[src/rtl/multi_cycle_control_if.sv]
// Control bundle between the multi-cycle sequencer and its datapath.
//   instruction : IR contents (Format [31:26], Funct [5:0])
//   mem_ready   : memory handshake, completes an access while MemRd/MemWr is high
//   irq, kernel : level interrupt request and PC[31] (masks irq when high)
//   state       : current sequencer state
//   IorD .. ALUSrcB : datapath selects and write/read strobes
// master: the sequencer (drives control, samples status).
// slave : the datapath side (drives status, samples control).
interface multi_cycle_control_if;
    logic [31:0] instruction;
    logic        mem_ready;
    logic        irq;
    logic        kernel;

    logic [2:0]  state;
    logic        IorD;
    logic        IRWr;
    logic        PCWr;
    logic        PCWrCond;
    logic        RegWr;
    logic        MemRd;
    logic        MemWr;
    logic [2:0]  PCSrc;
    logic [1:0]  RegDst;
    logic [1:0]  MemToReg;
    logic        ALUSrcA;
    logic [1:0]  ALUSrcB;

    modport master (
        input  instruction, mem_ready, irq, kernel,
        output state, IorD, IRWr, PCWr, PCWrCond, RegWr, MemRd, MemWr,
               PCSrc, RegDst, MemToReg, ALUSrcA, ALUSrcB
    );

    modport slave (
        output instruction, mem_ready, irq, kernel,
        input  state, IorD, IRWr, PCWr, PCWrCond, RegWr, MemRd, MemWr,
               PCSrc, RegDst, MemToReg, ALUSrcA, ALUSrcB
    );
endinterface

[src/rtl/multi_cycle_control.sv]
// Multi-cycle MIPS-subset control sequencer.
// States FETCH, DECODE, EXEC, MEM, WB, TRAP. Memory accesses wait on mem_ready and
// abort to TRAP (XADR) after MEM_WAIT_MAX stalled cycles. An unmasked irq seen on the
// first FETCH cycle traps with cause ILLOP instead of fetching.
// Ports:
//   clk   : rising-edge clock
//   reset : asynchronous active-low reset; forces every output to 0
//   bus   : control bundle (master modport), see multi_cycle_control_if
module multi_cycle_control #(
    parameter int unsigned MEM_WAIT_MAX = 15
) (
    input logic                    clk,
    input logic                    reset,
    multi_cycle_control_if.master  bus
);

    localparam logic [2:0] StFetch  = 3'd0;
    localparam logic [2:0] StDecode = 3'd1;
    localparam logic [2:0] StExec   = 3'd2;
    localparam logic [2:0] StMem    = 3'd3;
    localparam logic [2:0] StWb     = 3'd4;
    localparam logic [2:0] StTrap   = 3'd5;

    localparam logic CauseIllop = 1'b0;
    localparam logic CauseXadr  = 1'b1;

    localparam logic [3:0] ClsIll  = 4'd0;
    localparam logic [3:0] ClsRalu = 4'd1;
    localparam logic [3:0] ClsIalu = 4'd2;
    localparam logic [3:0] ClsBr   = 4'd3;
    localparam logic [3:0] ClsLw   = 4'd4;
    localparam logic [3:0] ClsSw   = 4'd5;
    localparam logic [3:0] ClsJ    = 4'd6;
    localparam logic [3:0] ClsJal  = 4'd7;
    localparam logic [3:0] ClsJr   = 4'd8;
    localparam logic [3:0] ClsJalr = 4'd9;

    localparam logic [7:0] WaitMax = 8'(MEM_WAIT_MAX);

    logic [2:0] state_q, state_d;
    logic [7:0] cnt_q, cnt_d;
    logic       cause_q, cause_d;

    logic [5:0] op, fn;
    logic [3:0] cls;
    logic       fetch_entry, timeout;
    logic       unused_instr;

    logic       iord_c, irwr_c, pcwr_c, pcwc_c, regwr_c, memrd_c, memwr_c, asa_c;
    logic [2:0] pcsrc_c;
    logic [1:0] regdst_c, m2r_c, asb_c;

    assign op = bus.instruction[31:26];
    assign fn = bus.instruction[5:0];
    assign unused_instr = ^bus.instruction[25:6];

    // The counter only ever reads 0 in FETCH on the cycle the state was entered (it
    // clears on every state change and FETCH is never re-entered from itself), so a
    // zero count marks the entry cycle.
    assign fetch_entry = (state_q == StFetch) && (cnt_q == 8'd0);
    assign timeout     = (cnt_q == WaitMax) && !bus.mem_ready;

    always_comb begin
        cls = ClsIll;
        case (op)
            6'h00: begin
                case (fn)
                    6'h20, 6'h21, 6'h22, 6'h23, 6'h24, 6'h25, 6'h26, 6'h27,
                    6'h00, 6'h02, 6'h03, 6'h2A: cls = ClsRalu;
                    6'h08:                      cls = ClsJr;
                    6'h09:                      cls = ClsJalr;
                    default:                    cls = ClsIll;
                endcase
            end
            6'h01, 6'h04, 6'h05, 6'h06, 6'h07:         cls = ClsBr;
            6'h02:                                     cls = ClsJ;
            6'h03:                                     cls = ClsJal;
            6'h08, 6'h09, 6'h0A, 6'h0B, 6'h0C, 6'h0F:  cls = ClsIalu;
            6'h23:                                     cls = ClsLw;
            6'h2B:                                     cls = ClsSw;
            default:                                   cls = ClsIll;
        endcase
    end

    always_comb begin
        state_d  = state_q;
        cause_d  = cause_q;
        iord_c   = 1'b0;
        irwr_c   = 1'b0;
        pcwr_c   = 1'b0;
        pcwc_c   = 1'b0;
        regwr_c  = 1'b0;
        memrd_c  = 1'b0;
        memwr_c  = 1'b0;
        asa_c    = 1'b0;
        pcsrc_c  = 3'b000;
        regdst_c = 2'b00;
        m2r_c    = 2'b00;
        asb_c    = 2'b00;

        case (state_q)
            StFetch: begin
                if (fetch_entry && bus.irq && !bus.kernel) begin
                    state_d = StTrap;
                    cause_d = CauseIllop;
                end else begin
                    asb_c = 2'b01;
                    // Completion takes priority over a timeout in the same cycle.
                    if (bus.mem_ready) begin
                        memrd_c = 1'b1;
                        irwr_c  = 1'b1;
                        pcwr_c  = 1'b1;
                        state_d = StDecode;
                    end else if (timeout) begin
                        state_d = StTrap;
                        cause_d = CauseXadr;
                    end else begin
                        memrd_c = 1'b1;
                    end
                end
            end

            StDecode: begin
                asb_c = 2'b11;
                case (cls)
                    ClsIll: begin
                        state_d = StTrap;
                        cause_d = CauseXadr;
                    end
                    ClsJ, ClsJal: begin
                        pcwr_c  = 1'b1;
                        pcsrc_c = 3'b010;
                        state_d = StFetch;
                        if (cls == ClsJal) begin
                            regwr_c  = 1'b1;
                            regdst_c = 2'b10;
                            m2r_c    = 2'b10;
                        end
                    end
                    ClsJr, ClsJalr: begin
                        pcwr_c  = 1'b1;
                        pcsrc_c = 3'b011;
                        state_d = StFetch;
                        if (cls == ClsJalr) begin
                            regwr_c  = 1'b1;
                            regdst_c = 2'b10;
                            m2r_c    = 2'b10;
                        end
                    end
                    default: state_d = StExec;
                endcase
            end

            StExec: begin
                asa_c = 1'b1;
                case (cls)
                    ClsBr: begin
                        pcwc_c  = 1'b1;
                        pcsrc_c = 3'b001;
                        state_d = StFetch;
                    end
                    ClsLw, ClsSw: begin
                        asb_c   = 2'b10;
                        state_d = StMem;
                    end
                    ClsIalu: begin
                        asb_c   = 2'b10;
                        state_d = StWb;
                    end
                    ClsRalu: state_d = StWb;
                    default: state_d = StFetch;
                endcase
            end

            StMem: begin
                iord_c = 1'b1;
                if (cls != ClsLw && cls != ClsSw) begin
                    state_d = StFetch;
                end else if (bus.mem_ready) begin
                    memrd_c = (cls == ClsLw);
                    memwr_c = (cls == ClsSw);
                    state_d = (cls == ClsLw) ? StWb : StFetch;
                end else if (timeout) begin
                    state_d = StTrap;
                    cause_d = CauseXadr;
                end else begin
                    memrd_c = (cls == ClsLw);
                    memwr_c = (cls == ClsSw);
                end
            end

            StWb: begin
                regwr_c = 1'b1;
                state_d = StFetch;
                case (cls)
                    ClsIalu: regdst_c = 2'b01;
                    ClsLw: begin
                        regdst_c = 2'b01;
                        m2r_c    = 2'b01;
                    end
                    default: regdst_c = 2'b00;
                endcase
            end

            StTrap: begin
                regwr_c  = 1'b1;
                pcwr_c   = 1'b1;
                regdst_c = 2'b11;
                m2r_c    = 2'b10;
                pcsrc_c  = (cause_q == CauseXadr) ? 3'b101 : 3'b100;
                state_d  = StFetch;
            end

            default: state_d = StFetch;
        endcase
    end

    always_comb begin
        if (state_d != state_q) begin
            cnt_d = 8'd0;
        end else if ((state_q == StFetch || state_q == StMem) && !bus.mem_ready &&
                     cnt_q != 8'hFF) begin
            cnt_d = cnt_q + 8'd1;
        end else begin
            cnt_d = cnt_q;
        end
    end

    always_ff @(posedge clk or negedge reset) begin
        if (!reset) begin
            state_q <= StFetch;
            cnt_q   <= 8'd0;
            cause_q <= CauseIllop;
        end else begin
            state_q <= state_d;
            cnt_q   <= cnt_d;
            cause_q <= cause_d;
        end
    end

    // Outputs are gated by reset combinationally so an access in flight drops at once.
    always_comb begin
        bus.state    = state_q;
        bus.IorD     = reset & iord_c;
        bus.IRWr     = reset & irwr_c;
        bus.PCWr     = reset & pcwr_c;
        bus.PCWrCond = reset & pcwc_c;
        bus.RegWr    = reset & regwr_c;
        bus.MemRd    = reset & memrd_c;
        bus.MemWr    = reset & memwr_c;
        bus.ALUSrcA  = reset & asa_c;
        bus.PCSrc    = reset ? pcsrc_c  : 3'b000;
        bus.RegDst   = reset ? regdst_c : 2'b00;
        bus.MemToReg = reset ? m2r_c    : 2'b00;
        bus.ALUSrcB  = reset ? asb_c    : 2'b00;
    end

endmodule

[src/flat_wrapper.sv]
// flat-port wrapper written by rule: the top's interface ports become plain ports
module multi_cycle_control_flat 
#(
    parameter int unsigned MEM_WAIT_MAX = 15
)
  (clk, reset, bus_instruction, bus_mem_ready, bus_irq, bus_kernel, bus_state, bus_IorD, bus_IRWr, bus_PCWr, bus_PCWrCond, bus_RegWr, bus_MemRd, bus_MemWr, bus_PCSrc, bus_RegDst, bus_MemToReg, bus_ALUSrcA, bus_ALUSrcB);
  multi_cycle_control_if bus_i ();
  input logic clk;
  input logic reset;
  input wire logic [$bits(bus_i.instruction)-1:0] bus_instruction;
  input wire logic [$bits(bus_i.mem_ready)-1:0] bus_mem_ready;
  input wire logic [$bits(bus_i.irq)-1:0] bus_irq;
  input wire logic [$bits(bus_i.kernel)-1:0] bus_kernel;
  output wire logic [$bits(bus_i.state)-1:0] bus_state;
  output wire logic [$bits(bus_i.IorD)-1:0] bus_IorD;
  output wire logic [$bits(bus_i.IRWr)-1:0] bus_IRWr;
  output wire logic [$bits(bus_i.PCWr)-1:0] bus_PCWr;
  output wire logic [$bits(bus_i.PCWrCond)-1:0] bus_PCWrCond;
  output wire logic [$bits(bus_i.RegWr)-1:0] bus_RegWr;
  output wire logic [$bits(bus_i.MemRd)-1:0] bus_MemRd;
  output wire logic [$bits(bus_i.MemWr)-1:0] bus_MemWr;
  output wire logic [$bits(bus_i.PCSrc)-1:0] bus_PCSrc;
  output wire logic [$bits(bus_i.RegDst)-1:0] bus_RegDst;
  output wire logic [$bits(bus_i.MemToReg)-1:0] bus_MemToReg;
  output wire logic [$bits(bus_i.ALUSrcA)-1:0] bus_ALUSrcA;
  output wire logic [$bits(bus_i.ALUSrcB)-1:0] bus_ALUSrcB;
  assign bus_i.instruction = bus_instruction;
  assign bus_i.mem_ready = bus_mem_ready;
  assign bus_i.irq = bus_irq;
  assign bus_i.kernel = bus_kernel;
  assign bus_state = bus_i.state;
  assign bus_IorD = bus_i.IorD;
  assign bus_IRWr = bus_i.IRWr;
  assign bus_PCWr = bus_i.PCWr;
  assign bus_PCWrCond = bus_i.PCWrCond;
  assign bus_RegWr = bus_i.RegWr;
  assign bus_MemRd = bus_i.MemRd;
  assign bus_MemWr = bus_i.MemWr;
  assign bus_PCSrc = bus_i.PCSrc;
  assign bus_RegDst = bus_i.RegDst;
  assign bus_MemToReg = bus_i.MemToReg;
  assign bus_ALUSrcA = bus_i.ALUSrcA;
  assign bus_ALUSrcB = bus_i.ALUSrcB;
  multi_cycle_control #(.MEM_WAIT_MAX(MEM_WAIT_MAX)) u_core (.clk(clk), .reset(reset), .bus(bus_i));
endmodule
[config.mk]
export PLATFORM = sky130hd
export DESIGN_NAME = multi_cycle_control_flat
export DESIGN_NICKNAME = d
export VERILOG_FILES = /design/src/rtl/multi_cycle_control_if.sv /design/src/rtl/multi_cycle_control.sv /design/src/flat_wrapper.sv
export SDC_FILE = /design/constraint.sdc
export NUM_CORES = 1
export LEC_CHECK = 0
export ABC_CLOCK_PERIOD_IN_PS = 2800
export BUFFER_PORTS_ARGS = -buffer_cell sky130_fd_sc_hd__buf_4
export CORE_ASPECT_RATIO = 1.4
export CORE_MARGIN = 2
export CORE_UTILIZATION = 47
export DETAILED_ROUTE_END_ITERATION = 8
export PLACE_DENSITY_LB_ADDON = 0.15
export SLEW_MARGIN = 5
export SYNTH_ARGS = -nofsm -noshare
export SYNTH_HDL_FRONTEND = slang
export SYNTH_SLANG_ARGS = --single-unit
[constraint.sdc]
create_clock -name clk -period 2.8 [get_ports clk]
set_input_delay 0.42 -clock clk [delete_from_list [all_inputs] [get_ports clk]]
set_output_delay 0.42 -clock clk [all_outputs]
set_load 0.1 [all_outputs]
==> summary.md <==
| Metric | Value |
|---|---|
| Initial antenna violation count | 0 |
| Tot Pwr | between 1 and 1.5 mW |
| Sw Pwr | 0.765 mW |
| Max Clock Skew | approximately 0.006 ns |
| Post-synth top area share | 0.241 |
| Cell depth of the worst flop-to-flop path | 5 |
| Launch point of the worst reg-to-reg path | u_core.cnt_q[4]$_DFFE_PN0P_ |
| Detailed Place HPWL | 2750 microns |
| Post-Syn Area | 1250 sq um |
| HP Class | reg -> reg |
| Area grow syn2layout | 36.3% |
| Starting Density | 0.487 |
| Clock network power share | 0.106 |
| Final period util | 0.957 |
| Tot GR Track Use | 0.262 |
| I/O pin total | 57 |
| Clock buffer depth | 2 |
| Final instance area | 1700 sq um |
| CP Class | reg -> out |
| Worst R2R End | u_core.cnt_q[2]$_DFFE_PN0P_ |
| Ranking of synthesized cells by area | dfrtp_1 24%, nor2_1 7.2%, xor2_1 5.6% |
| Max_slew headroom | 0.668 |
| Worst setup EP type | output pin |
| Largest net degree at the start of global routing | 19 |
| Combinational share of power | 0.679 |
| CP Max Fanout | 11 |
| Number of remaining DRC errors | 0 |
| Final setup viols | 0 |
| Fin. Hold Viols | 0 |
| Vias post-DR | 1337 |
| Register bit count reported by yosys | 12 |
| Num Clock Sinks | 12 |
| Die Width | 47.5 microns |
| Hold Path Stages | 1 |
| RSZ-0062 raised after global routing | no |
| WP data arrival | 2.26 ns |
| Worst hold slack | 0.512 ns |
| Footprint of the multi-input gates | 972 sq um |
| Clock transition at path regs | 0.08 ns |
| Required @ worst endpoint | 2.38 ns |
| Nature of the critical path startpoint | flip-flop |
| Global-route wire length before repair | 5980 microns |
| Die area | between 3000 and 4000 sq um |
| Worst reg2reg setup slack | 0.74 ns |
| Maximum vdd drop | 0.000544 V |
| Detailed Route Iter0 Violations | 25 |
| Internal power | ~0.53 mW |
| Worst-skew pair later-pin latency | 0.27 ns |
| # H-tree levels | 1 |
| Leakage | 0.721 nW |
| Core box area | 2560 sq um |
| Placed Cells | 226 |
| Antenna Cells | 0 |
| Status | complete, no violations |
| Setup TNS | 0 ns |
| Post-synth cell types | 54 |
| Final GP Congestion | 0.875 |
| Sw Share | 0.593 |
| Seq/Total Area, Yosys | 0.241 |
| Iteration count of the initial detailed-routing pass | 4 |
| Largest area contributor in the synthesized netlist | dfrtp_1 |
| Min-delay src | u_core.cause_q$_DFFE_PN0P_ |
| WL/cell | approximately 15 microns |
| Final core utilization | 0.664 |
| Detailed Route WL | 3490 microns |
| Placed cell areas | 1650 sq um |
| Placement Rows | 22 |
| Asr flop ratio synth | 1.00 |
| GRT overflow | 0 |
| TritonCTS clock tree | yes |
| Prevailing post-synth register cell | dfrtp_1 |
| Max-Cap Viols | 0 |
| CTS Buf Count | 3 |
| Dpl ws | 0.179 ns |
| Die Y-Extent | 64.9 microns |
| Cell area power density | 759 nW/um^2 |
| Fin cells | 231 |
| IO buf count | 36 |
| Worst-Margin Slew | 0.493 ns |
| Avg Inst Size Synth | 7.89 sq um |
| Post-DRT Antenna Nets | 0 |
| Layout cells sized above 1 | 0.421 |
| Reg power frac | 0.214 |
| Number of global-route vias before repair | 1401 |
| Root Buffer | clkbuf_4 |
| Hold worst-path end | u_core.cause_q$_DFFE_PN0P_ |
| Filler cell count in the final layout | 238 |
| Avg Vias per Cell | 5.79 |
| Fmax | 373 MHz |
| Post-layout minimum cycle time | 2.68 ns |
| Max-slew violation count | 0 |
| FF+latch area | 312 sq um |
| EDFF count, synth | 0 |
| Nets | 235 |
| Final WS setup | approximately 0.12 ns |
| Synth warn | 0 |
| Post-Synthesis Cells | 158 |
| Setup bufs post-CTS | 0 |
| Mapped Nets | 197 |
-- layout make-up --
| class | instances | area share |
|---|---|---|
| multi-input cells | 133 | 0.572 |
| repair buffers | 41 | 0.185 |
| flip-flops and latches | 12 | 0.183 |
| well taps | 36 | 0.0265 |
| clock buffers | 4 | 0.0214 |
| inverters | 5 | 0.0118 |
-- power by group through the flow --
| stage | Sequential, mW | Clock [mW] | Combinational [mW] |
|---|---|---|---|
| 3_5_place_dp | 0.278 | 0 | 0.875 |
| 5_1_grt | 0.284 | 0.150 | 0.923 |
| 2_1_floorplan | 0.351 | 0 | 0.641 |
| 6_report | 0.277 | 0.137 | 0.876 |
| 4_1_cts | 0.275 | 0.143 | 0.877 |
| 3_3_place_gp | 0.277 | 0 | 0.865 |
-- cells in the mapped netlist (all sizes together), types with 2 or more instances --
master / instances
nor2: 24
nand2: 17
dfrtp: 12
nor3: 8
xor2: 8
a21oi: 6
clkbuf: 6
nand4: 5
nor4: 5
inv: 4
nand3: 4
o21ai: 4
a2111oi: 3
o21bai: 3
or2b: 3
or4: 3
a211o: 2
a21boi: 2
a311oi: 2
and3: 2
buf: 2
ha: 2
nand3b: 2
nor2b: 2
nor4b: 2
o21a: 2
o32ai: 2
or2: 2
or3: 2
or3b: 2
-- worst max-delay path by stage --
stage / from / end / slack, ns / cells past startpoint
after CTS: reset / bus_MemToReg[0] / 0.1 / 6
after floorplan: u_core.bus.state[2]$_DFF_PN0_ / bus_MemWr / -0.23 / 5
after global placement: bus_instruction[28] / bus_MemToReg[1] / 0.18 / 7
after detailed placement: bus_instruction[28] / bus_MemToReg[1] / 0.18 / 7
after global routing: reset / bus_MemToReg[0] / 0.04 / 6
final: u_core.bus.state[2]$_DFF_PN0_ / bus_PCWrCond / 0.12 / 5
-- cells in the final DEF (no fill, tap or decap), types with 2 or more instances in the layout --
master     count
a2111oi_0      2
a21oi_1        3
a21oi_2        2
a311oi_2       2
and3_1         2
buf_4         39
clkbuf_4       3
dfrtp_1        9
dfrtp_4        3
ha_1           2
inv_1          4
nand2_1       16
nand3_1        4
nand3b_1       2
nand4_1        5
nor2_1        21
nor2_2         3
nor2b_1        2
nor3_1         6
nor4_1         3
nor4_4         2
o21a_1         2
o21ai_0        3
o21bai_2       2
o32ai_1        2
or2_2          2
or2b_2         2
or4_4          3
xor2_1         8
-- flip-flops by register name, summed over array words and instances, names as in the netlist --
| register | count |
|---|---|
| u_core.cnt_q | 8 |
| u_core.bus.state | 3 |
| u_core.cause_q | 1 |
-- what timing repair did --
action                     in CTS  in global routing
setup endpoints to repair       0                  1
hold buffers                    1                  0
hold endpoints to repair       12                  0
resized for setup               0                  1
-- cell families after synthesis --
family / count (synthesis) / synth area share
buffers and inverters: 13 / 0.0643
DFF: 12 / 0.241
AOI/OAI and AO/OA: 33 / 0.218
xor gates and xnor gates: 9 / 0.0633
adders and majority gates: 2 / 0.0201
and+or+nand+nor: 89 / 0.394
-- layer usage --
layer,global-route usage,vias up,part of all wire
li1,-,662,-
met1,0.289,629,0.40
met2,0.458,38,0.55
met3,0.0334,8,0.032
met4,0.132,0,0.017
met5,0,-,0
-- worst max-delay path, cell delays in order, from the launching register on --
cell and delay [ns]:
dfrtp_4 0.55, clkinv_2 0.16, o21ai_0 0.22, or4_4 0.58, nor3_4 0.17, buf_4 0.31
Power figures use the tool's default switching activity.
